`src/rtl/crc32_pkg.sv`:
```
// Shared constants, state encoding and the bit-serial CRC step
// for the CRC-32 frame receive path.
package crc32_pkg;

    localparam logic [31:0] CRC_INIT         = 32'hFFFF_FFFF;
    localparam logic [31:0] CRC_XOROUT       = 32'hFFFF_FFFF;
    localparam logic [31:0] CRC_POLY_DEFAULT = 32'hEDB8_8320;
    localparam int          MIN_FRAME        = 5;
    localparam int          CRC_BYTES        = 4;

    typedef enum logic [1:0] {
        ST_RX    = 2'd0,
        ST_SHIFT = 2'd1,
        ST_DRAIN = 2'd2,
        ST_CHECK = 2'd3
    } state_t;

    // One step of a reflected (right-shifting) CRC LFSR.
    function automatic logic [31:0] crc_bit_step(
        input logic [31:0] lfsr,
        input logic        din,
        input logic [31:0] poly
    );
        logic fb;
        fb = lfsr[0] ^ din;
        return (lfsr >> 1) ^ (fb ? poly : 32'h0);
    endfunction

endpackage

```
`src/rtl/crc32_serial_engine.sv`:
```
// Bit-serial CRC-32 LFSR: one data bit per enabled cycle, LSB-first order.
module crc32_serial_engine
    import crc32_pkg::*;
#(
    parameter logic [31:0] POLY = CRC_POLY_DEFAULT
) (
    input  logic        clk,
    input  logic        rst,
    input  logic        i_init,
    input  logic        i_en,
    input  logic        i_bit,
    output logic [31:0] o_lfsr
);

    logic [31:0] r_lfsr;

    always_ff @(posedge clk) begin
        if (rst || i_init) begin
            r_lfsr <= CRC_INIT;
        end else if (i_en) begin
            r_lfsr <= crc_bit_step(r_lfsr, i_bit, POLY);
        end
    end

    assign o_lfsr = r_lfsr;

endmodule

```
`src/rtl/crc32_frame_rx_ctrl.sv`:
```
// Frame receive sequencer: withholds the trailing 4 bytes, serializes payload
// into the CRC engine and reports a per-frame verdict with statistics.
module crc32_frame_rx_ctrl
    import crc32_pkg::*;
#(
    parameter logic [31:0] POLY      = CRC_POLY_DEFAULT,
    parameter int          MAX_BYTES = 1518,
    parameter int          CNT_W     = 16
) (
    input  logic             clk,
    input  logic             rst,
    input  logic [7:0]       s_data,
    input  logic             s_valid,
    input  logic             s_last,
    output logic             s_ready,
    output logic             busy,
    output logic             frame_done,
    output logic             frame_ok,
    output logic             frame_err,
    output logic             err_runt,
    output logic             err_oversize,
    output logic [31:0]      crc_calc,
    output logic [CNT_W-1:0] frame_count,
    output logic [CNT_W-1:0] err_count
);

    localparam int              BC_W   = $clog2(MAX_BYTES + 2);
    localparam logic [BC_W-1:0] MAX_BC = BC_W'(MAX_BYTES);

    state_t             r_state;
    logic [3:0][7:0]    r_dly;
    logic [2:0]         r_fill;
    logic [7:0]         r_shift;
    logic [2:0]         r_bit_cnt;
    logic [BC_W-1:0]    r_byte_cnt;
    logic               r_oversize;
    logic               r_runt;
    logic               r_ready;

    logic               r_done;
    logic               r_ok;
    logic               r_err;
    logic               r_err_runt;
    logic               r_err_over;
    logic [31:0]        r_crc;
    logic [CNT_W-1:0]   r_fcnt;
    logic [CNT_W-1:0]   r_ecnt;

    logic               w_accept;
    logic               w_shift_en;
    logic [31:0]        w_lfsr;
    logic [31:0]        w_crc_final;
    logic [31:0]        w_rx_crc;
    logic               w_ok_chk;
    logic [BC_W-1:0]    w_byte_cnt_nxt;
    logic               w_over_nxt;

    assign w_accept       = s_valid && r_ready;
    assign w_shift_en     = (r_state == ST_SHIFT) || (r_state == ST_DRAIN);
    assign w_crc_final    = w_lfsr ^ CRC_XOROUT;
    // Oldest delay-line byte is the least significant CRC byte.
    assign w_rx_crc       = r_dly;
    assign w_ok_chk       = (w_crc_final == w_rx_crc) && !r_runt && !r_oversize;
    assign w_byte_cnt_nxt = (r_byte_cnt == '1) ? r_byte_cnt : r_byte_cnt + BC_W'(1);
    assign w_over_nxt     = r_oversize || (w_byte_cnt_nxt > MAX_BC);

    crc32_serial_engine #(
        .POLY (POLY)
    ) u_engine (
        .clk    (clk),
        .rst    (rst),
        .i_init (r_state == ST_CHECK),
        .i_en   (w_shift_en),
        .i_bit  (r_shift[0]),
        .o_lfsr (w_lfsr)
    );

    always_ff @(posedge clk) begin
        if (rst) begin
            r_state    <= ST_RX;
            r_dly      <= '0;
            r_fill     <= '0;
            r_shift    <= '0;
            r_bit_cnt  <= '0;
            r_byte_cnt <= '0;
            r_oversize <= 1'b0;
            r_runt     <= 1'b0;
            r_ready    <= 1'b0;
            r_done     <= 1'b0;
            r_ok       <= 1'b0;
            r_err      <= 1'b0;
            r_err_runt <= 1'b0;
            r_err_over <= 1'b0;
            r_crc      <= '0;
            r_fcnt     <= '0;
            r_ecnt     <= '0;
        end else begin
            r_done <= 1'b0;
            case (r_state)
                ST_RX: begin
                    if (w_accept) begin
                        r_byte_cnt <= w_byte_cnt_nxt;
                        r_oversize <= w_over_nxt;
                        if (r_fill == 3'd4) begin
                            r_shift   <= r_dly[0];
                            r_dly     <= {s_data, r_dly[3:1]};
                            r_bit_cnt <= '0;
                            r_ready   <= 1'b0;
                            r_state   <= s_last ? ST_DRAIN : ST_SHIFT;
                        end else begin
                            r_dly[r_fill[1:0]] <= s_data;
                            r_fill             <= r_fill + 3'd1;
                            if (s_last) begin
                                r_runt  <= 1'b1;
                                r_ready <= 1'b0;
                                r_state <= ST_CHECK;
                            end
                        end
                    end else begin
                        r_ready <= 1'b1;
                    end
                end

                ST_SHIFT, ST_DRAIN: begin
                    r_shift   <= r_shift >> 1;
                    r_bit_cnt <= r_bit_cnt + 3'd1;
                    if (r_bit_cnt == 3'd7) begin
                        if (r_state == ST_SHIFT) begin
                            r_ready <= 1'b1;
                            r_state <= ST_RX;
                        end else begin
                            r_state <= ST_CHECK;
                        end
                    end
                end

                ST_CHECK: begin
                    r_done     <= 1'b1;
                    r_ok       <= w_ok_chk;
                    r_err      <= !w_ok_chk;
                    r_err_runt <= r_runt;
                    r_err_over <= r_oversize;
                    r_crc      <= w_crc_final;
                    if (r_fcnt != '1) r_fcnt <= r_fcnt + CNT_W'(1);
                    if (!w_ok_chk && (r_ecnt != '1)) r_ecnt <= r_ecnt + CNT_W'(1);
                    r_fill     <= '0;
                    r_byte_cnt <= '0;
                    r_runt     <= 1'b0;
                    r_oversize <= 1'b0;
                    r_ready    <= 1'b1;
                    r_state    <= ST_RX;
                end

                default: r_state <= ST_RX;
            endcase
        end
    end

    assign s_ready      = r_ready;
    assign busy         = (r_fill != 3'd0) || (r_state != ST_RX);
    assign frame_done   = r_done;
    assign frame_ok     = r_ok;
    assign frame_err    = r_err;
    assign err_runt     = r_err_runt;
    assign err_oversize = r_err_over;
    assign crc_calc     = r_crc;
    assign frame_count  = r_fcnt;
    assign err_count    = r_ecnt;

endmodule

```
`config.mk`:
```
export PLATFORM = sky130hd
export DESIGN_NAME = crc32_frame_rx_ctrl
export DESIGN_NICKNAME = d
export VERILOG_FILES = /design/src/rtl/crc32_pkg.sv /design/src/rtl/crc32_serial_engine.sv /design/src/rtl/crc32_frame_rx_ctrl.sv
export SDC_FILE = /design/constraint.sdc
export NUM_CORES = 1
export LEC_CHECK = 0
export ABC_AREA = 1
export CORE_ASPECT_RATIO = 0.7
export CORE_MARGIN = 1.5
export CORE_UTILIZATION = 35
export CTS_CLUSTER_DIAMETER = 60
export DETAILED_ROUTE_END_ITERATION = 8
export HOLD_SLACK_MARGIN = 0.06
export PLACE_DENSITY = 0.56
export SYNTH_ARGS = -nofsm -noshare
export SYNTH_HDL_FRONTEND = slang
export SYNTH_SLANG_ARGS = --single-unit
```
`constraint.sdc`:
```
create_clock -name clk -period 1.5 [get_ports clk]
set_input_delay 0.3 -clock clk [delete_from_list [all_inputs] [get_ports clk]]
set_output_delay 0.3 -clock clk [all_outputs]
set_load 0.005 [all_outputs]
```
; After elaboration in Yosys (flattened, before gate mapping)
; Cells that the tools add are included.
[classes]
addsub = 5
n_mul = 0
div = 0
magnitude_cmp = 3
eq_ne = 17
n_shift = 0
n_mux = 37
n_bitwise = 3
reduce_logical = 27
[op_table]
columns = operator, count
row1 = 32-bit 2-to-1 mux, 2
row2 = "16-bit by 1-bit adder with 16-bit output, second input constant", 2
row3 = 32-bit bitwise mux, 1
row4 = 32-bit == test, 1
row5 = "16-bit inequality test, second input constant", 2
row6 = 32-bit inverter, 1
row7 = 31-bit by 32-bit bitwise XOR with 32-bit output, 1
row8 = 8-bit 2-to-1 mux, 3
row9 = 11-bit 2-to-1 mux, 2
row10 = 11-bit one-hot mux with 2 select lines, 1
row11 = 8-bit demux with 2-bit select, 1
row12 = 8-bit one-hot mux with 2 select lines, 1
row13 = 2-bit 2-to-1 mux, 6
row14 = 3-bit 2-to-1 mux, 4
row15 = "2-bit inequality test, second input constant", 6
row16 = 3-bit one-hot mux with 2 select lines, 2
row17 = 3-bit AND reduction, 4
row18 = "11-bit by 1-bit adder with 11-bit output, second input constant", 1
row19 = "11-bit == test, second input constant", 1
row20 = "11-bit > comparator, second input constant", 1
row21 = 1-bit 2-to-1 mux, 10
row22 = 2-bit AND reduction, 4
row23 = "3-bit by 1-bit adder with 3-bit output, second input constant", 2
row24 = "3-bit == test, second input constant", 2
row25 = 18 further kinds, 31
[word_totals]
regBits = 163
latch_bits = 0
ram_bits = 0
rom_bits = 0
input_bits = 12
out_inout_bits = 71
n_memories = 0

; Depth between registers and ports, before layout
; Gate-level depths: netlist of run 1.
[logic_depth]
depth_word = 7
mapped_depth = 13

; Cells and area by module
; Synthesis of run 1 repeated with hierarchy kept, for this count alone.
[hier_totals]
cells_unflattened = 1036
area_unflattened_um2 = 7754.9
[by_module_without_submodules]
columns = module, n_inst, cells_each, area_each_um2, seq_area_each_um2
row1 = crc32_frame_rx_ctrl, 1, 861, 6416.2, 2622.5
row2 = crc32_serial_engine, 1, 175, 1338.8, 640.6

; Least setup slack after synthesis of run 1
; OpenSTA, ideal clock, no wires.
[synth_path]
path_kind = flip-flop to flip-flop
startpoint = reg r_state[0]
endpoint = reg u_engine.r_lfsr[11] (netlist: u_engine.o_lfsr[11])
t_arrival_ns = 1.621
required_time_ns = 1.436
setup_slack_ns = -0.184
path_stages_with_launch = 9
period_less_slack_ns = 1.684
cell_sequence = dfxtp_1 inv_1 ha_1 clkbuf_1 inv_1 clkbuf_1 clkbuf_1 nand2_1 nand3_1
[synth_via]
elab_chain_len = 2
elab_cells_between_ends = 5
classes_between = 3 x eq/ne / 2 x reduce/logical
[synth_lines]
columns = item, line
row1 = from (decl), crc32_frame_rx_ctrl.sv:30  ; state_t r_state;
row2 = from (signal assigned), crc32_frame_rx_ctrl.sv:109  ; r_state <= s_last ? ST_DRAIN : ST_SHIFT;
row3 = 2-bit by 1-bit == test with 1-bit output / 2-bit == test (equally long branches), crc32_frame_rx_ctrl.sv:59  ; assign w_shift_en = (r_state == ST_SHIFT) || (r_state == ST_DRAIN);
row4 = 1-bit logical OR (*), crc32_frame_rx_ctrl.sv:59
row5 = named net u_engine.i_en, crc32_serial_engine.sv:10  ; input logic i_en,
row6 = to (signal assigned), crc32_serial_engine.sv:21  ; r_lfsr <= crc_bit_step(r_lfsr, i_bit, POLY);
row7 = to (decl), crc32_serial_engine.sv:15  ; logic [31:0] r_lfsr;
; Mark *: on every way through the listed nets, which the timed path passes. The rest lies on a longest branch.
; A chain may end at the register's enable or synchronous reset.

; Final worst setup path of run 1
[layout_path]
startpoint = reg r_fill[0]
endpoint = out busy
[layout_via]
elab_chain_len = 2
[layout_lines]
columns = item, line
row1 = from (decl), crc32_frame_rx_ctrl.sv:32  ; logic [2:0] r_fill;
row2 = from (signal assigned), crc32_frame_rx_ctrl.sv:112  ; r_fill <= r_fill + 3'd1;
row3 = 3-bit nonzero test, crc32_frame_rx_ctrl.sv:160  ; assign busy = (r_fill != 3'd0) || (r_state != ST_RX);
row4 = 1-bit logical OR, crc32_frame_rx_ctrl.sv:160
row5 = to (decl), crc32_frame_rx_ctrl.sv:16  ; output logic busy,
; No other way between the ends.

==> key figures, run 1 <==
Synth
  • Post-synth cell types: 39
  • Post-synth top area share: 0.432
  • Cell taking the most area after synthesis: dfxtp_1
  • Post-synth top cells: nand2_1 (221), dfxtp_1 (163), o21ai_0 (117), inv_1 (90), nor2_1 (75)
  • Post-synthesis sequential area ratio: 0.432
  • Most common cell in the netlist: nand2_1
  • Synth Register Bits: 163
  • Ranking of synthesized cells by area: dfxtp_1 (43%), nand2_1 (11%), o21ai_0 (7.8%)
  • Synth async-reset ratio: 0
  • Syn. warnings: 0
  • EDFF count, synth: 0
  • Net Count, Synth: 1042
  • Synthesized area per cell: 7.43 sq um
  • Synth Flop Type: dfxtp_1
  • Mapped Area: 7550 sq um
  • Cells after synthesis: 1017

Place
  • Pre-CTS setup slack: -0.386 ns
  • Placer Congestion: 0.830
  • HPWL Detailed: 16600 microns
  • I/O Buffers: 82

Critical path
  • Cell depth of the worst setup path: 6
  • Crit. End Element: primary output
  • CP Max Fanout: 2
  • Reg2Reg Depth: 11
  • Setup crit start kind: flip-flop
  • Worst stage delay on the critical path: 0.32 ns
  • Critical path type: flip-flop to primary output
  • Critical path arrival: 1.36 ns
  • Crit-path slowest cell: dfxtp_2
  • Critical Path RT: 1.20 ns
  • Reg-to-reg startpoint: r_state[1]
  • Critical path, cell by cell: inv_2, ha_4, inv_1, nor2_2, nand2_1, buf_2
  • Worst Setup SP: r_fill[0]
  • Critical path's top delay family: flip-flops
  • Worst Path Buf+Inv: 3

STA
  • Final hold vios: 0
  • Final Max Tran Viols: 0
  • Slew @ Worst Pin: 0.508 ns
  • Hold_ws: 0.142 ns
  • Fin crit share: 1.11
  • Clock skew: 0.0135 ns
  • Worst Slack Setup Final: -0.162 ns
  • Unrepaired setup endpoints after global routing: yes
  • Worst slew margin: 0.661
  • Achievable frequency: 0.602 GHz
  • Final Setup Violations: 112
  • Final min period: 1.66 ns

Final layout
  • Antenna Cells: 0
  • Layout cells sized above 1: 0.437
  • Nets@finish: 1373
  • Synthesis-to-layout area growth: 70.2%

Floorplan
  • Die area: 22500 sq um
  • Core Region: 20900 sq um
  • Die width: 179 microns
  • Die Y-Extent: 126 microns
  • Total I/O pin count: 83
  • Initial Util: 0.361
  • # rows: 44

CTS
  • Sink Count: 163
  • Max clock buf depth: 2
  • Clock Latency Late Sink: 0.44 ns
  • CTS root buf: clkbuf_16
  • Hold_buf cts: 0
  • Total CTS buffers: 17
  • Clock-pin slew on the worst setup and hold paths: 0.07 ns
  • CTS tree: yes
  • H-tree Lvls: 4

Power and ir drop
  • Power density cells: 1400 nW/um^2
  • Static leakage: 5.62 nW
  • PnR Total Power: 18.0 mW
  • Peak VDD IR: 0.965 mV

Detailed routing
  • Antenna-violating nets left: 0
  • Via density: 5.07
  • DRC viols: 0
  • First-pass DRT Iterations: 5
  • Initial DRC count: 586
  • Wirelength per Cell: 15.6 microns
  • Final wirelength: 25600 microns
  • Vias: 8301

Global route
  • Vias in the first global route: 7310
  • Largest net degree at the start of global routing: 35
  • GRT Overall Usage: 0.216
  • Global route overflow: 0
  • Initial antenna violation count: 0
  • First-pass GRT wire length: 38200 microns

Hold path
  • Hold WC Path Type: input port to flip-flop
  • Worst hold stages: 2
  • Hold_sp: rst

Run status
  • Failing checks: setup timing
  • Status: finished, violations left

Run
  • Maxcap violations: 0
==> layout by cell type (no fill, tap or decap), drive strengths merged, types with 13 or more instances in the layout <==
| cell type | synthesis | routed |
|---|---|---|
| buf | 8 | 270 |
| o21ai | 124 | 124 |
| a31oi | 15 | 15 |
| dlygate4sd2 | 0 | 65 |
| xor2 | 28 | 28 |
| nor2 | 83 | 83 |
| clkbuf | 39 | 26 |
| inv | 95 | 99 |
| a21oi | 75 | 75 |
| nand2 | 230 | 230 |
| dfxtp | 163 | 163 |
| ha | 13 | 13 |
| nor3 | 15 | 15 |
| nand3 | 45 | 45 |
| nand4 | 24 | 24 |
==> power by group <==
group	leakage [nW]	switching, mW	internal, mW	total [mW]
clock network	0.286	2.14	2.28	4.42
logic	3.98	4.06	3.98	8.04
registers	1.35	0.554	4.98	5.54
==> through the flow <==
step,area [sq um],TNS (ns),std cells,util
finish,12900,-8.05,1637,0.615
global route,12900,-16.14,1637,0.615
CTS,11600,-2.68,1603,0.556
detailed placement,10400,-35.44,1548,0.497
global placement,10400,-33.25,1548,0.497
floorplan,7690,-0.00613,1017,-
==> flip-flops by register name (all words and copies together), names as in the netlist, 2 cells and up <==
signal / count
crc_calc: 32
err_count: 16
frame_count: 16
r_bit_cnt: 3
r_byte_cnt: 11
r_dly: 32
r_fill: 3
r_shift: 8
r_state: 2
u_engine.o_lfsr: 32
==> timing repair <==
action / 4_1_cts / 5_1_grt
setup endpoints to repair: 210 / 142
buffers inserted: 18 / 32
pin swaps: 32 / 55
gates cloned: 5 / 8
endpoints found under the hold margin: 0 / 0
gates resized for setup: 234 / 272
==> worst reg2reg max path: cells and delay by family (launching register included) <==
family	cells	cell delay, ns
AOI/OAI and AO/OA	4	0.42
and+or+nand+nor	1	0.11
buffers and inverters	5	0.45
adders and majority gates	1	0.21
DFF	1	0.38
==> metal layers <==
metal | global-route usage | part of all wire
met1 | 0.333 | 0.50
met2 | 0.307 | 0.43
met3 | 0.0329 | 0.051
met4 | 0.0588 | 0.015
met5 | 0 | 0
==> cell families (layout without fill, tap and decap cells) <==
group	count (synthesis)	after routing	share of synthesized area
buf+inv	142	486	0.0739
simple gates	402	402	0.231
flops	163	163	0.432
compound gates	262	262	0.201
xor+xnor	35	35	0.0406
fa+ha+maj	13	13	0.0215
==> final timing paths <==
| path | endpoint | slack, ns |
|---|---|---|
| hold / removal | frame_done | 0.14 |
| setup / recovery | busy | -0.16 |
| setup reg to reg | r_runt | -0.13 |
| hold reg to reg | crc_calc[24] | 0.45 |
==> cell type report <==
type	instances	area, sq um
fillers	1822	8060
clock buffers	18	439
flip-flops and latches	163	3350
well taps	276	345
multi-input cells	712	4790
clock inverters	14	160
repair buffers	359	3380
inverters	95	394
(Power assumes the default switching activity.)
==> run 2, diff against run 1 <==
- CORE_ASPECT_RATIO: 0.7 -> 1.2
==> key figures, run 2 (synthesis results as in run 1) <==
Run status
  • Status: finished, violations left
  • Failing checks: setup timing

Critical path
  • Reg-to-reg startpoint: u_engine.o_lfsr[29]
  • Setup crit start kind: flip-flop
  • Critical path's top delay family: simple AND/OR/NAND/NOR gates
  • Reg-to-reg slack, setup: -0.22 ns (-0.09 ns)
  • Cell depth of the worst setup path: 10 (+4)
  • Crit. End Element: flip-flop
  • Reg2Reg Depth: 10 (-1)
  • CP Max Fanout: 5 (+3)
  • Worst stage delay on the critical path: 0.41 ns (+0.09 ns)
  • Worst Path Buf+Inv: 1 (-2)
  • Critical path type: flip-flop to flip-flop
  • Critical R2R Capture: err_count[3]
  • Critical Path RT: 1.85 ns (+0.65 ns)
  • Critical path, cell by cell: o21a_1, nand2_1, nor2_2, nand2_1, nor2_4, nand3_4, buf_6, nand3_4, nand2_1, a21oi_2
  • Crit-path slowest cell: dfxtp_1
  • CP dominant cell by count: nand2_1
  • Critical path arrival: 2.07 ns (+0.71 ns)

Power and ir drop
  • Static leakage: 5.45 nW (-3.0%)
  • Combinational share of power: 0.397 (-0.050)
  • Switch share: 0.363 (-0.0121)
  • Clock power share: 0.273 (+0.027)
  • Seq pwr share: 0.330 (+0.022)
  • Power density cells: 1340 nW/um^2 (-4.1%)
  • P_sw: 6.09 mW (-9.9%)
  • Internal Pwr Total: 10.7 mW (-5.1%)
  • PnR Total Power: 16.8 mW (-6.9%)
  • Peak VDD IR: 0.881 mV (-8.7%)

Final layout
  • Most frequent cells in the layout: buf_4 (200), nand2_1 (197), dfxtp_1 (104)
  • Antenna Cells: 0 (unchanged)
  • Layout cells sized above 1: 0.404 (-0.0333)
  • Commonest non-fill, non-tap cell in the layout: buf_4
  • Post-layout util: 0.593 (-0.0214)
  • Synthesis-to-layout area growth: 65.3%
  • Nets@finish: 1354 (-1.4%)

Detailed routing
  • Antenna-violating nets left: 0 (unchanged)
  • Via density: 5.01 (-1.2%)
  • Met2 routed wirelength: 13500 microns (+22%)
  • M1 WL: 10100 microns (-21%)
  • Final wirelength: 24700 microns (-3.3%)
  • Met3 WL: 644 microns (-50%)
  • Wirelength per Cell: 15.3 microns (-1.8%)
  • Top layer in use: met4
  • DRC viols: 0 (unchanged)
  • Vias: 8075 (-2.7%)
  • First-pass DRT Iterations: 5 (unchanged)
  • Initial DRC count: 403 (-31%)

Floorplan
  • Die Y-Extent: 164 microns (+30%)
  • Die width: 137 microns (-23%)
  • Core Region: 21000 sq um (+0.60%)
  • Initial Util: 0.359 (-0.00215)
  • # rows: 58 (+32%)
  • Total I/O pin count: 83 (unchanged)
  • Die area: 22500 sq um (about the same)

CTS
  • Clock-pin slew on the worst setup and hold paths: 0.07 ns (about the same)
  • Sink Count: 163 (unchanged)
  • Max clock buf depth: 2 (unchanged)
  • CTS tree: yes
  • Clock Latency Late Sink: 0.43 ns (about the same)
  • CTS root buf: clkbuf_16
  • Total CTS buffers: 17 (unchanged)
  • H-tree Lvls: 4 (unchanged)

STA
  • Final Setup Violations: 70 (-38%)
  • Achievable frequency: 0.582 GHz (-3.3%)
  • Final min period: 1.72 ns (+0.0563 ns)
  • Slew @ Worst Pin: 0.519 ns (+0.0103 ns)
  • Worst Slack Setup Final: -0.218 ns (-0.0563 ns)
  • Fin crit share: 1.15 (+0.0375)
  • Final hold vios: 0 (unchanged)
  • Unrepaired setup endpoints after global routing: yes
  • Worst slew margin: 0.654 (-0.00688)
  • Clock skew: 0.00998 ns (-0.00355 ns)
  • Final Max Tran Viols: 0 (unchanged)

Global route
  • Vias in the first global route: 7779 (+6.4%)
  • Initial antenna violation count: 0 (unchanged)
  • Global route overflow: 0 (unchanged)
  • First-pass GRT wire length: 38500 microns (+0.96%)
  • Largest net degree at the start of global routing: 49 (+40%)
  • GRT Overall Usage: 0.218 (+0.00209)

Hold path
  • Hold WC Path Type: input port to flip-flop
  • Worst hold stages: 2 (unchanged)
  • Hold Path End: r_fill[1]
  • Hold_sp: rst

Run
  • Maxcap violations: 0 (unchanged)

Place
  • HPWL Detailed: 16400 microns (-1.2%)
  • Placer Congestion: 0.816 (-1.6%)
  • I/O Buffers: 82 (unchanged)
[run 2: worst reg2reg max path: stages, from the launching register on]
cell and delay (ns):
dfxtp_1 0.41, o21a_1 0.16, nand2_1 0.06, nor2_2 0.11
nand2_1 0.10, nor2_4 0.13, nand3_4 0.18, buf_6 0.19
nand3_4 0.09, nand2_1 0.09, a21oi_2 0.14
[run 2: final cells by class]
cell class / instances / area, sq um
Sequential cell: 163 / 3350
Fill cell: 1859 / 8560
Clock buffer: 17 / 425
Clock inverter: 15 / 185
Tap cell: 270 / 338
Inverter: 95 / 393
Multi-Input combinational cell: 714 / 4660
Timing Repair Buffer: 338 / 3130
[run 2: power by group through the flow]
stage	clock network [mW]	logic, mW	registers [mW]
after floorplan	0	2.92	5.49
after global placement	0	5.34	5.54
after detailed placement	0	5.40	5.54
after CTS	4.65	5.99	5.49
after global routing	4.83	7.31	5.60
final	4.57	6.65	5.53
[run 2: how the worst max path moves through the flow]
stage | startpoint | end | slack, ns
finish | u_engine.o_lfsr[29] | err_count[3] | -0.22
global placement | s_valid | r_dly[2] | -0.38
CTS | r_dly[18] | err_count[15] | -0.19
global route | r_dly[21] | err_count[3] | -0.31
floorplan | frame_count[1] | frame_count[11] | -0.006
detailed placement | s_valid | r_dly[2] | -0.42
[run 2: per-stage QoR]
| step | cells | TNS, ns | setup slack (ns) | instance area, sq um | hold slack, ns |
|---|---|---|---|---|---|
| 6_report | 1612 | -6.67 | -0.218 | 12500 | 0.146 |
| 5_1_grt | 1612 | -12.34 | -0.309 | 12500 | 0.146 |
| 4_1_cts | 1592 | -3.91 | -0.190 | 11700 | 0.135 |
| 3_5_place_dp | 1530 | -29.00 | -0.423 | 10300 | 0.446 |
| 3_3_place_gp | 1530 | -26.38 | -0.380 | 10300 | 0.443 |
| 2_1_floorplan | 1017 | -0.00613 | -0.00613 | 7690 | 0.443 |
[run 2: timing repair]
| action | CTS | global route |
|---|---|---|
| setup buffers | 21 | 23 |
| pin swaps | 33 | 49 |
| setup endpoints to repair | 229 | 137 |
| endpoints found under the hold margin | 0 | 0 |
| cloned | 9 | 3 |
| hold buffers | 0 | 0 |
| resized for setup | 261 | 167 |
[run 2: routing by layer]
layer | global-route usage | vias up
met5 | 0 | -
met4 | 0.0766 | 0
met3 | 0.0321 | 28
met2 | 0.421 | 148
met1 | 0.237 | 3833
li1 | - | 4066
==> RTL change: new RTL, config.mk and constraints of run 1 <==
Encoding of `state_t`: now one-hot (4 bits for 4 states).
--- a/src/rtl/crc32_pkg.sv
+++ b/src/rtl/crc32_pkg.sv
@@ -8,11 +8,11 @@
     localparam int          MIN_FRAME        = 5;
     localparam int          CRC_BYTES        = 4;
 
-    typedef enum logic [1:0] {
-        ST_RX    = 2'd0,
-        ST_SHIFT = 2'd1,
-        ST_DRAIN = 2'd2,
-        ST_CHECK = 2'd3
+    typedef enum logic [3:0] {
+        ST_RX    = 4'b0001,
+        ST_SHIFT = 4'b0010,
+        ST_DRAIN = 4'b0100,
+        ST_CHECK = 4'b1000
     } state_t;
 
     // One step of a reflected (right-shifting) CRC LFSR.
Behaviour: same outputs for any inputs over 4 cycles, from zero or initial values and one cycle with rst high; so few cycles prove little.
==> RTL change against run 1 <==
The run still ends with setup timing left; sequential cell count rose by 2; design area fell by 4.1%; worst setup slack got worse by 0.063 ns; total power fell by 5.1%; combinational power fell by 6.1%; routed wire length rose by 0.18%; non-clock buffer count fell by 27; synthesized area rose by 1.7%; largest cell class unchanged; highest routed layer unchanged.
==> RTL change: results (changes against run 1) <==
* NumNets Final at 1401 (+2.0%)
* Largest net degree at the start of global routing at 51 (+46%)
* Worst skew pair latency at 0.44 ns (about the same)
* Clk_skew at 0.0101 ns (-0.00343 ns)
* HP Class: register to register
* Total Neg Setup Slack at -7.43 ns (+0.622 ns)
* Internal power at 10.7 mW (-4.5%)
* PortBufs at 82 (unchanged)
* Synth unique cells at 45 (+15%)
* Final wirelength at 25.6 mm (+0.18%)
* # diodes at 0 (unchanged)
* Hold path start: crc_calc[21]
* Clock buffer depth at 2 (unchanged)
* Hold path depth at 2 (unchanged)
* Violated checks: setup timing
* Lkg Pwr at 5.43 nW (-3.4%)
* Num CTS Buffers at 17 (unchanged)
* Inst Count DP at 1581 (+2.1%)
* Net Count, Synth at 1087 (+4.3%)
* Worst-path maximum fanout at 8 (+6)
* Top post-synthesis cells by area: dfxtp_1 43%, nand2_1 13%, o21ai_0 6.5%
* Total track usage at 20.6% (-1.0 points)
* Synth cell count leaders: 267 x nand2_1, 165 x dfxtp_1, 100 x o21ai_0, 97 x nor2_1, 73 x inv_1
* Met1 usage at 31.5% (-1.8 points)
* Run status: finished with violations
* Avg Inst Size Synth at 7.21 µm² (-3.0%)
* Final setup margin at -0.225 ns (-0.0626 ns)
* Reg2reg end: err_count[14]
* R2R Path Start: r_dly[25]
* Max_slew headroom at 76.0% (+9.9 points)
* Fraction of layout cells with a size suffix above 1 at 37.6% (-6.1 points)
* Number of fill cells in the layout at 2012 (+10%)
* Initial drt markers at 678 (+16%)
* Initial antenna violation count at 0 (unchanged)
* Grt met2 use at 28.8% (-1.8 points)
* CP peak stage delay at 0.36 ns (+0.04 ns)
* Ys Warns at 0 (unchanged)
* Post-DP HPWL at 16.1 mm (-2.5%)
* Post-Layout Cell Count at 1675 (+2.3%)
* Worst slack, placed at -0.336 ns (+0.0499 ns)
* Count of final setup violators at 102 (-8.9%)
* Vias per cell at 4.96 (-2.2%)
* DP Area at 0.0103 mm² (-0.99%)
* Slew Limit Fails at 0 (unchanged)
* Critical Path AT at 2.05 ns (+0.69 ns)
* Register area share after synthesis at 43.0% (-0.21 points)
* Hold Path End: crc_calc[21]
* Hold Slack at 0.455 ns (+0.313 ns)
* Drt pass-1 iters at 7 (+2)
* Top Family by Delay on Critical Path: simple AND/OR/NAND/NOR gates
* M3 GR Usage at 4.19% (+0.90 points)
* Vias in the first global route at 7262 (-0.66%)
* Worst R2R Path Depth at 10 (-1)
* Max VDD drop at 0.00107 V (+11%)
* First-pass GRT wire length at 37.3 mm (-2.3%)
* Grt peak-use layer: met1
* RePlAce Congestion at 0.875 (+5.5%)
RTL change: cell types whose count changed after synthesis, moves of 10 or more:
cell             run 1  this run
nand2_1            221       267
a21oi_2             11         1
xor2_1              28        14
clkbuf_1            39        29
nor2_1              75        97
o21ai_0            117       100
inv_1               90        73
inv_2                5        19
RTL change: layout make-up:
| class | instances | area [µm²] | area share (%) |
|---|---|---|---|
| clock inverters | 9 | 96.3 | 0.782 |
| well taps | 282 | 353 | 2.86 |
| inverters | 100 | 413 | 3.35 |
| repair inverters | 4 | 33.8 | 0.274 |
| multi-input cells | 760 | 4570 | 37.1 |
| flip-flops and latches | 165 | 3370 | 27.4 |
| repair buffers | 332 | 3000 | 24.3 |
| clock buffers | 23 | 488 | 3.96 |
RTL change: per-layer routing:
| metal | part of all wire (%) | routed length, µm |
|---|---|---|
| met5 | 0 | 0 |
| met4 | 0.94 | 240 |
| met3 | 5.5 | 1410 |
| met2 | 41 | 10600 |
| met1 | 52 | 13400 |
RTL change: metrics by stage:
| step | total power [mW] | util, % |
|---|---|---|
| after detailed placement | 10.3 | 47.6 |
| after CTS | 15.4 | 52.2 |
| after global routing | 18.0 | 57.0 |
| after global placement | 10.2 | 47.6 |
| final | 17.1 | 57.0 |
| after floorplan | 7.96 | - |
RTL change: worst max path at each step:
stage	cells past startpoint	start	slack, ns	end
floorplan	10	err_count[1]	-0.003	err_count[14]
global placement	8	s_valid	-0.33	r_dly[27]
detailed placement	8	s_valid	-0.34	r_dly[24]
CTS	11	r_dly[17]	-0.19	err_count[6]
global route	13	r_byte_cnt[1]	-0.32	r_oversize
finish	10	r_dly[25]	-0.22	err_count[14]
RTL change: power by group through the flow:
| stage | combinational [mW] | sequential [mW] | clock [mW] |
|---|---|---|---|
| 6_report | 7.55 | 5.14 | 4.39 |
| 5_1_grt | 8.13 | 5.18 | 4.64 |
| 4_1_cts | 5.88 | 5.10 | 4.47 |
| 3_5_place_dp | 5.10 | 5.18 | 0 |
| 3_3_place_gp | 5.06 | 5.17 | 0 |
| 2_1_floorplan | 2.81 | 5.15 | 0 |
RTL change: logic make-up after synthesis:
kind of cell / count (synthesis) / synth area share (%)
simple gates: 480 / 27.5
flops: 165 / 43.0
buf+inv: 144 / 7.51
compound gates: 241 / 17.5
xor+xnor: 27 / 3.08
fa+ha+maj: 9 / 1.47
RTL change: tightest hold or removal path, cell delays in order (launching register included):
cell and delay [ns]:
dfxtp_2 0.32, nand2_2 0.05, o21ai_1 0.04
RTL change: repair_timing:
| action | in CTS | in global routing |
|---|---|---|
| gates resized for setup | 163 | 257 |
| pin swaps | 16 | 95 |
| endpoints found under the setup margin | 159 | 154 |
| setup buffers | 22 | 29 |
| gates cloned | 5 | 11 |
